--- config.mk ---
export PLATFORM = sky130hd
export DESIGN_NAME = seg_roll_sequencer
export DESIGN_NICKNAME = d
export VERILOG_FILES = /design/src/rtl/seg_roll_sequencer.sv
export SDC_FILE = /design/constraint.sdc
export NUM_CORES = 1
export LEC_CHECK = 0
export ABC_AREA = 0
export CORE_ASPECT_RATIO = 0.75
export CORE_MARGIN = 4
export CORE_UTILIZATION = 60
export DETAILED_ROUTE_END_ITERATION = 16
export GPL_TIMING_DRIVEN = 0
export HOLD_SLACK_MARGIN = 0.06
export PLACE_DENSITY = 0.79
export SYNTH_ARGS = -nofsm -noshare
export SYNTH_HDL_FRONTEND = slang
export SYNTH_SLANG_ARGS = --single-unit
--- constraint.sdc ---
create_clock -name clk -period 4.7 [get_ports clk]
set_clock_uncertainty 0.05 [all_clocks]
set_input_delay 0.94 -clock clk [delete_from_list [all_inputs] [get_ports clk]]
set_output_delay 0.94 -clock clk [all_outputs]
set_load 0.05 [all_outputs]
--- src/rtl/seg_roll_sequencer.sv ---
// seg_roll_sequencer
// Drives one seven-segment digit's row shifter so that a character change is
// shown as an odometer roll: the old glyph slides out, the digit blanks, and
// the new glyph slides in from the opposite edge. A one-deep pending slot
// holds the latest request made while a roll is in flight, so back-to-back
// rolls chain without a visible idle gap. All outputs come straight from
// flops, so no input reaches an output combinationally.

module seg_roll_sequencer #(
  parameter int unsigned STEP_CYCLES = 2500000,
  parameter logic [6:0]  RESET_CHAR  = 7'b1111111
) (
  input  logic       clk,
  input  logic       reset,
  input  logic       load,
  input  logic       dir,
  input  logic [6:0] char_in,
  output logic [6:0] char_out,
  output logic [2:0] amt,
  output logic       up,
  output logic       busy,
  output logic       done
);

  // Terminal count of the per-step counter (step lasts STEP_CYCLES cycles).
  localparam logic [23:0] STEP_LAST = 24'(STEP_CYCLES - 1);

  typedef enum logic [2:0] {
    IDLE = 3'd0,
    S1   = 3'd1,
    S2   = 3'd2,
    S3   = 3'd3,
    S4   = 3'd4,
    S5   = 3'd5
  } state_t;

  // Shifter drive for a given state: {char[6:0], amt[2:0], up}.
  // S1..S3 push the old glyph out in the roll direction; S4..S5 bring the
  // new glyph back in from the opposite edge, hence the inverted direction.
  function automatic logic [10:0] decode_out(input state_t st,
                                             input logic [6:0] cur_g,
                                             input logic [6:0] tgt_g,
                                             input logic rd);
    logic [10:0] res;
    case (st)
      IDLE:    res = {cur_g, 3'd0, 1'b0};
      S1:      res = {cur_g, 3'd1, rd};
      S2:      res = {cur_g, 3'd2, rd};
      S3:      res = {cur_g, 3'd3, rd};
      S4:      res = {tgt_g, 3'd2, ~rd};
      S5:      res = {tgt_g, 3'd1, ~rd};
      default: res = {cur_g, 3'd0, 1'b0};
    endcase
    return res;
  endfunction

  state_t      state_r, state_s;
  logic [6:0]  cur_r, cur_s;
  logic [6:0]  tgt_r, tgt_s;
  logic        rdir_r, rdir_s;
  logic        pend_valid_r, pend_valid_s;
  logic [6:0]  pend_char_r, pend_char_s;
  logic        pend_dir_r, pend_dir_s;
  logic [23:0] cnt_r, cnt_s;

  logic [6:0]  char_out_r;
  logic [2:0]  amt_r;
  logic        up_r, busy_r, done_r;

  logic        expire_s;
  logic        eff_valid_s;
  logic [6:0]  eff_char_s;
  logic        eff_dir_s;
  logic [10:0] drive_s;
  logic        done_s;

  // Next-state, datapath and pending-slot logic for the roll sequence.
  always_comb begin
    state_s      = state_r;
    cur_s        = cur_r;
    tgt_s        = tgt_r;
    rdir_s       = rdir_r;
    pend_valid_s = pend_valid_r;
    pend_char_s  = pend_char_r;
    pend_dir_s   = pend_dir_r;
    cnt_s        = cnt_r;
    done_s       = 1'b0;
    expire_s     = (cnt_r == STEP_LAST);
    // A load arriving on the final S5 cycle takes part in the chain decision.
    eff_valid_s  = pend_valid_r | load;
    eff_char_s   = load ? char_in : pend_char_r;
    eff_dir_s    = load ? dir : pend_dir_r;

    case (state_r)
      IDLE: begin
        cnt_s = 24'd0;
        if (load && (char_in != cur_r)) begin
          tgt_s   = char_in;
          rdir_s  = dir;
          state_s = S1;
        end else begin
          state_s = IDLE;
        end
      end

      S1, S2, S3, S4: begin
        if (load) begin
          pend_valid_s = 1'b1;
          pend_char_s  = char_in;
          pend_dir_s   = dir;
        end else begin
          pend_valid_s = pend_valid_r;
        end
        if (expire_s) begin
          cnt_s = 24'd0;
          case (state_r)
            S1:      state_s = S2;
            S2:      state_s = S3;
            S3:      state_s = S4;
            S4:      state_s = S5;
            default: state_s = IDLE;
          endcase
        end else begin
          cnt_s = cnt_r + 24'd1;
        end
      end

      S5: begin
        if (expire_s) begin
          cnt_s        = 24'd0;
          cur_s        = tgt_r;
          done_s       = 1'b1;
          pend_valid_s = 1'b0;
          pend_char_s  = eff_char_s;
          pend_dir_s   = eff_dir_s;
          if (eff_valid_s && (eff_char_s != tgt_r)) begin
            tgt_s   = eff_char_s;
            rdir_s  = eff_dir_s;
            state_s = S1;
          end else begin
            state_s = IDLE;
          end
        end else begin
          cnt_s = cnt_r + 24'd1;
          if (load) begin
            pend_valid_s = 1'b1;
            pend_char_s  = char_in;
            pend_dir_s   = dir;
          end else begin
            pend_valid_s = pend_valid_r;
          end
        end
      end

      default: begin
        state_s      = IDLE;
        cnt_s        = 24'd0;
        pend_valid_s = 1'b0;
      end
    endcase

    drive_s = decode_out(state_s, cur_s, tgt_s, rdir_s);
  end

  // State and datapath registers; reset abandons any roll in flight.
  always_ff @(posedge clk or posedge reset) begin
    if (reset) begin
      state_r      <= IDLE;
      cur_r        <= RESET_CHAR;
      tgt_r        <= RESET_CHAR;
      rdir_r       <= 1'b0;
      pend_valid_r <= 1'b0;
      pend_char_r  <= RESET_CHAR;
      pend_dir_r   <= 1'b0;
      cnt_r        <= 24'd0;
    end else begin
      state_r      <= state_s;
      cur_r        <= cur_s;
      tgt_r        <= tgt_s;
      rdir_r       <= rdir_s;
      pend_valid_r <= pend_valid_s;
      pend_char_r  <= pend_char_s;
      pend_dir_r   <= pend_dir_s;
      cnt_r        <= cnt_s;
    end
  end

  // Output registers, loaded from the decode of the next state.
  always_ff @(posedge clk or posedge reset) begin
    if (reset) begin
      char_out_r <= RESET_CHAR;
      amt_r      <= 3'd0;
      up_r       <= 1'b0;
      busy_r     <= 1'b0;
      done_r     <= 1'b0;
    end else begin
      char_out_r <= drive_s[10:4];
      amt_r      <= drive_s[3:1];
      up_r       <= drive_s[0];
      busy_r     <= (state_s != IDLE);
      done_r     <= done_s;
    end
  end

  assign char_out = char_out_r;
  assign amt      = amt_r;
  assign up       = up_r;
  assign busy     = busy_r;
  assign done     = done_r;

endmodule

==> results by stage <==
Run status:
- The flow ran to the end, and the final reports show no timing, DRC or antenna violations.

Synthesis:
- The xor and xnor fraction of the mapped netlist area is 8.99%.
- Ranked by total cell area, the synthesized netlist is headed by sky130_fd_sc_hd__dfrtp_1 26%, sky130_fd_sc_hd__dfstp_2 22%, sky130_fd_sc_hd__xnor2_1 4.8%, sky130_fd_sc_hd__xor2_1 4.2%, sky130_fd_sc_hd__nand2_1 4.1%.
- The most repeated cell in the gate-level netlist after synthesis is sky130_fd_sc_hd__nand2_1.
- In this run the mean area of a mapped cell was 10.4 um^2.
- By count the netlist is led by 36 x sky130_fd_sc_hd__nand2_1, 35 x sky130_fd_sc_hd__dfrtp_1, 32 x sky130_fd_sc_hd__nor2_1.
- Summing the areas of all compound-gate instances in the mapped netlist gives 12.7% of the synthesized area.
- Among all flip-flop cells after synthesis, the most frequent one is sky130_fd_sc_hd__dfrtp_1.
- After synthesis the netlist holds a flip-flop and latch count of 63.
- The share of synthesized area in the top cell type comes to 26.4%.
- The area of the mapped netlist is 3310 um^2.
- The Yosys step of the flow raised 0 warnings.
- The async set-or-reset flop fraction in the synthesized netlist is 100%.
- The dominant cell type by area after synthesis is sky130_fd_sc_hd__dfrtp_1.
- The synthesized netlist devotes 19.6% of its cell area to simple gates.
- The synthesized netlist devotes 0.378% of its cell area to adder and majority cells.
- The sequential share of the synthesized area is 48.6%.
- The synthesized net count is 330.
- The number of library cell types mapped by synthesis is 56.
- The number of cells produced by synthesis is 318.
- Counting flops with a built-in enable in the synthesized netlist gives 0.
- By area, the combinational part of the netlist is dominated by simple AND/OR/NAND/NOR gates.
- The fraction of synthesized area in multiplexers is 6.12%.

Setup path:
- STA classifies the critical path endpoint as a flip-flop.
- The cell count of the worst reg-to-reg path is 10.
- The critical path is of the primary input to flip-flop type.
- The element type at the critical path start is a primary input.
- Of all nets on the critical path, the largest fanout is 10.
- The data arrival time of the critical path is 3.30 ns.
- The worst register-to-register path has a setup slack of 2.07 ns.
- For the worst setup path, the data required time is 4.91 ns.

Layout:
- The net count reported at finish is 364.
- The fraction of final layout cells sized beyond drive strength 1 is 23.8%.
- 0 antenna diodes ended up in the layout.
- The area growth from synthesis to layout is 16.4%.

Min path:
- The tightest min-delay check is of the flip-flop to flip-flop type.
- The cell depth of the worst min-delay path is 2.

Power:
- The total power per unit cell area is 341 nW/um^2.
- The analysis attributes to cell leakage a power of 1.63 nW.
- The maximum ir drop on the vdd rail is 280 uV.

STA:
- Adding up every negative setup slack in the final design gives 0 ns.
- Headroom to the max-slew limit came out at 57.6%.
- The final count of negative-setup-slack endpoints is 0.
- Timing would allow up to 0.324 GHz.
- Setup repair after global routing left no endpoint under its margin.
- The final-report max-slew violation count came to 0.
- The worst hold margin is 0.440 ns.
- The final critical path takes up 65.7% of the cycle.
- The final hold violation count is 0.
- At the pin with the least slew margin, the transition time is 0.631 ns.
- For the finished layout, the period the worst path requires is 3.09 ns.

Clocking:
- The clock root buffer is sky130_fd_sc_hd__clkbuf_8.
- After clock tree synthesis, the flow added hold-fix buffers numbering 0.
- The number of clock sinks is 63.
- After clock tree synthesis, the clock-pin slew on the worst setup and hold paths is 0.07 ns.
- The post-CTS setup buffer count is 0.
- At the later pin of the worst-skew pair, clock insertion delay measures 0.34 ns.
- Counting the buffers created by CTS gives 9.
- The clock tree buffer depth is 2.
- TritonCTS built the clock tree.
- The number of cells upsized or downsized after cts is 0.
- In this run the number of H-tree levels came out at 3.

Routing:
- The routed length per instance is 16.1 um.
- The iteration count of the initial detailed-routing pass is 6.
- The number of vias per cell after detailed routing is 5.78.
- The count of nets left with antenna violations after detail routing is 0.
- The starting DRC count in detailed routing is 191.
- The final wirelength is 6960 um.
- The via count of the routed design is 2,499.
- For this run, design rule violations remaining after detail routing come to 0.

GRT:
- In the global route stage, overall resource usage came out at 22.5%.
- The number of antenna violations at the first check in global routing is 0.
- The number of global-route vias before repair is 2,341.
- The global-route congestion overflow total is 0.
- The wire length of the first global-routing pass is 11,500 um.
- The pin count of the biggest net entering global routing is 40.

Place:
- In this run the tool buffered the top-level ports with 22 buffer cells.
- Once detailed placement completed, the half-perimeter wirelength came to 5000 um.
- At the end of routability-driven placement, the weighted congestion stood at 0.856.

Die:
- The die height is 72.4 um.
- The die covers 6790 um^2.
- 24 I/O pins were placed.
- The floorplan step set the die width to 93.8 um.
- The initial standard-cell utilization of the core is 61.9%.
- The placeable core area is 5350 um^2.
- In this run the core area contains 23 standard-cell rows.

Flow run:
- The count of maximum capacitance violations is 0.
==> worst max-delay path: stages <==
cell	delay (ns)
sky130_fd_sc_hd__clkdlybuf4s50_1	0.61
sky130_fd_sc_hd__buf_6	0.21
sky130_fd_sc_hd__mux2i_2	0.28
sky130_fd_sc_hd__xnor2_1	0.15
sky130_fd_sc_hd__nor4_4	0.38
sky130_fd_sc_hd__a211oi_2	0.24
sky130_fd_sc_hd__and3_2	0.26
sky130_fd_sc_hd__a211o_1	0.23
==> flip-flops by register name, indices dropped and copies added (netlist names), 2 cells and up <==
signal	count
amt	2
cur_r	7
cnt_r	24
pend_char_r	7
char_out	7
state_r	3
tgt_r	7
==> power by group <==
| group | leakage [nW] | internal, mW | switching (mW) |
|---|---|---|---|
| sequential | 0.741 | 0.603 | 0.0546 |
| combinational | 0.785 | 0.0781 | 0.0902 |
| clock | 0.109 | 0.287 | 0.202 |
| total | 1.63 | 0.968 | 0.347 |
==> worst paths after layout <==
path                                                  from                         end
worst max register to register          cnt_r[0]$_DFF_PP0_       char_out[6]$_DFF_PP1_
worst max-delay path                                  load          tgt_r[5]$_DFF_PP1_
max in group asynchronous                            reset          cur_r[6]$_DFF_PP1_
worst min register to register  pend_char_r[1]$_DFFE_PP1P_  pend_char_r[1]$_DFFE_PP1P_
min in group asynchronous                            reset          cnt_r[3]$_DFF_PP0_
worst min-delay path            pend_char_r[1]$_DFFE_PP1P_  pend_char_r[1]$_DFFE_PP1P_
==> logic make-up (layout without fill, tap and decap cells) <==
group,after synthesis,after routing
adder cells (fa/ha/maj),1,1
other,1,1
buffers and inverters,24,63
flip-flops,63,63
AND/OR/NAND/NOR,122,122
AO/OA/AOI/OAI,55,55
XOR/XNOR,34,34
multiplexers,18,18
==> area by class of cell <==
| class | count | area, um^2 |
|---|---|---|
| Fill cell | 418 | 1500 |
| Clock inverter | 3 | 40.0 |
| Inverter | 13 | 48.8 |
| Sequential cell | 63 | 1610 |
| Tap cell | 75 | 93.8 |
| Buffer | 11 | 63.8 |
| Multi-Input combinational cell | 231 | 1590 |
| Timing Repair Buffer | 23 | 240 |
| Clock buffer | 13 | 169 |
==> layer usage <==
metal	track usage [%]	share of wire, %	up-vias
met2	33.3	45	73
met5	0	0	-
li1	-	-	1184
met1	31.5	47	1230
met4	6.41	1.7	0
met3	7.98	6.4	12
==> placed cells by master, fill, tap and decap left out, drive strengths merged, types with 2 or more instances in the layout <==
master / Yosys / layout
clkinv: 1 / 3
nor4: 2 / 2
nor4bb: 2 / 2
nand4: 6 / 6
nand2: 36 / 36
nor2: 32 / 32
or3: 4 / 4
inv: 12 / 12
o221a: 2 / 2
clkdlybuf4s50: 0 / 22
buf: 7 / 8
a211o: 4 / 4
a211oi: 4 / 4
dfstp: 28 / 28
xor2: 16 / 16
nor3: 2 / 2
and3: 6 / 6
clkbuf: 4 / 17
xnor2: 18 / 18
nand2b: 4 / 4
dfrtp: 35 / 35
nand3: 17 / 17
mux2i: 9 / 9
a21oi: 8 / 8
a21o: 4 / 4
nor3b: 2 / 2
mux2: 9 / 9
o21ai: 12 / 12
nor4b: 2 / 2
o21a: 2 / 2
a22o: 4 / 4
and4: 5 / 5
o211ai: 5 / 5
==> stage by stage <==
step | power (mW) | worst slack [ns] | std cells | utilization, % | cell area [um^2]
after global placement | 0.822 | 1.12 | 415 | 67.8 | 3630
after detailed placement | 0.833 | 1.26 | 416 | 68.1 | 3650
final | 1.31 | 1.61 | 432 | 72.0 | 3860
after global routing | 1.38 | 1.50 | 432 | 72.0 | 3860
after floorplan | 0.781 | 2.14 | 318 | - | 3310
after CTS | 1.33 | 1.62 | 432 | 72.0 | 3860
Note: power is estimated with default switching activity, not from simulation.
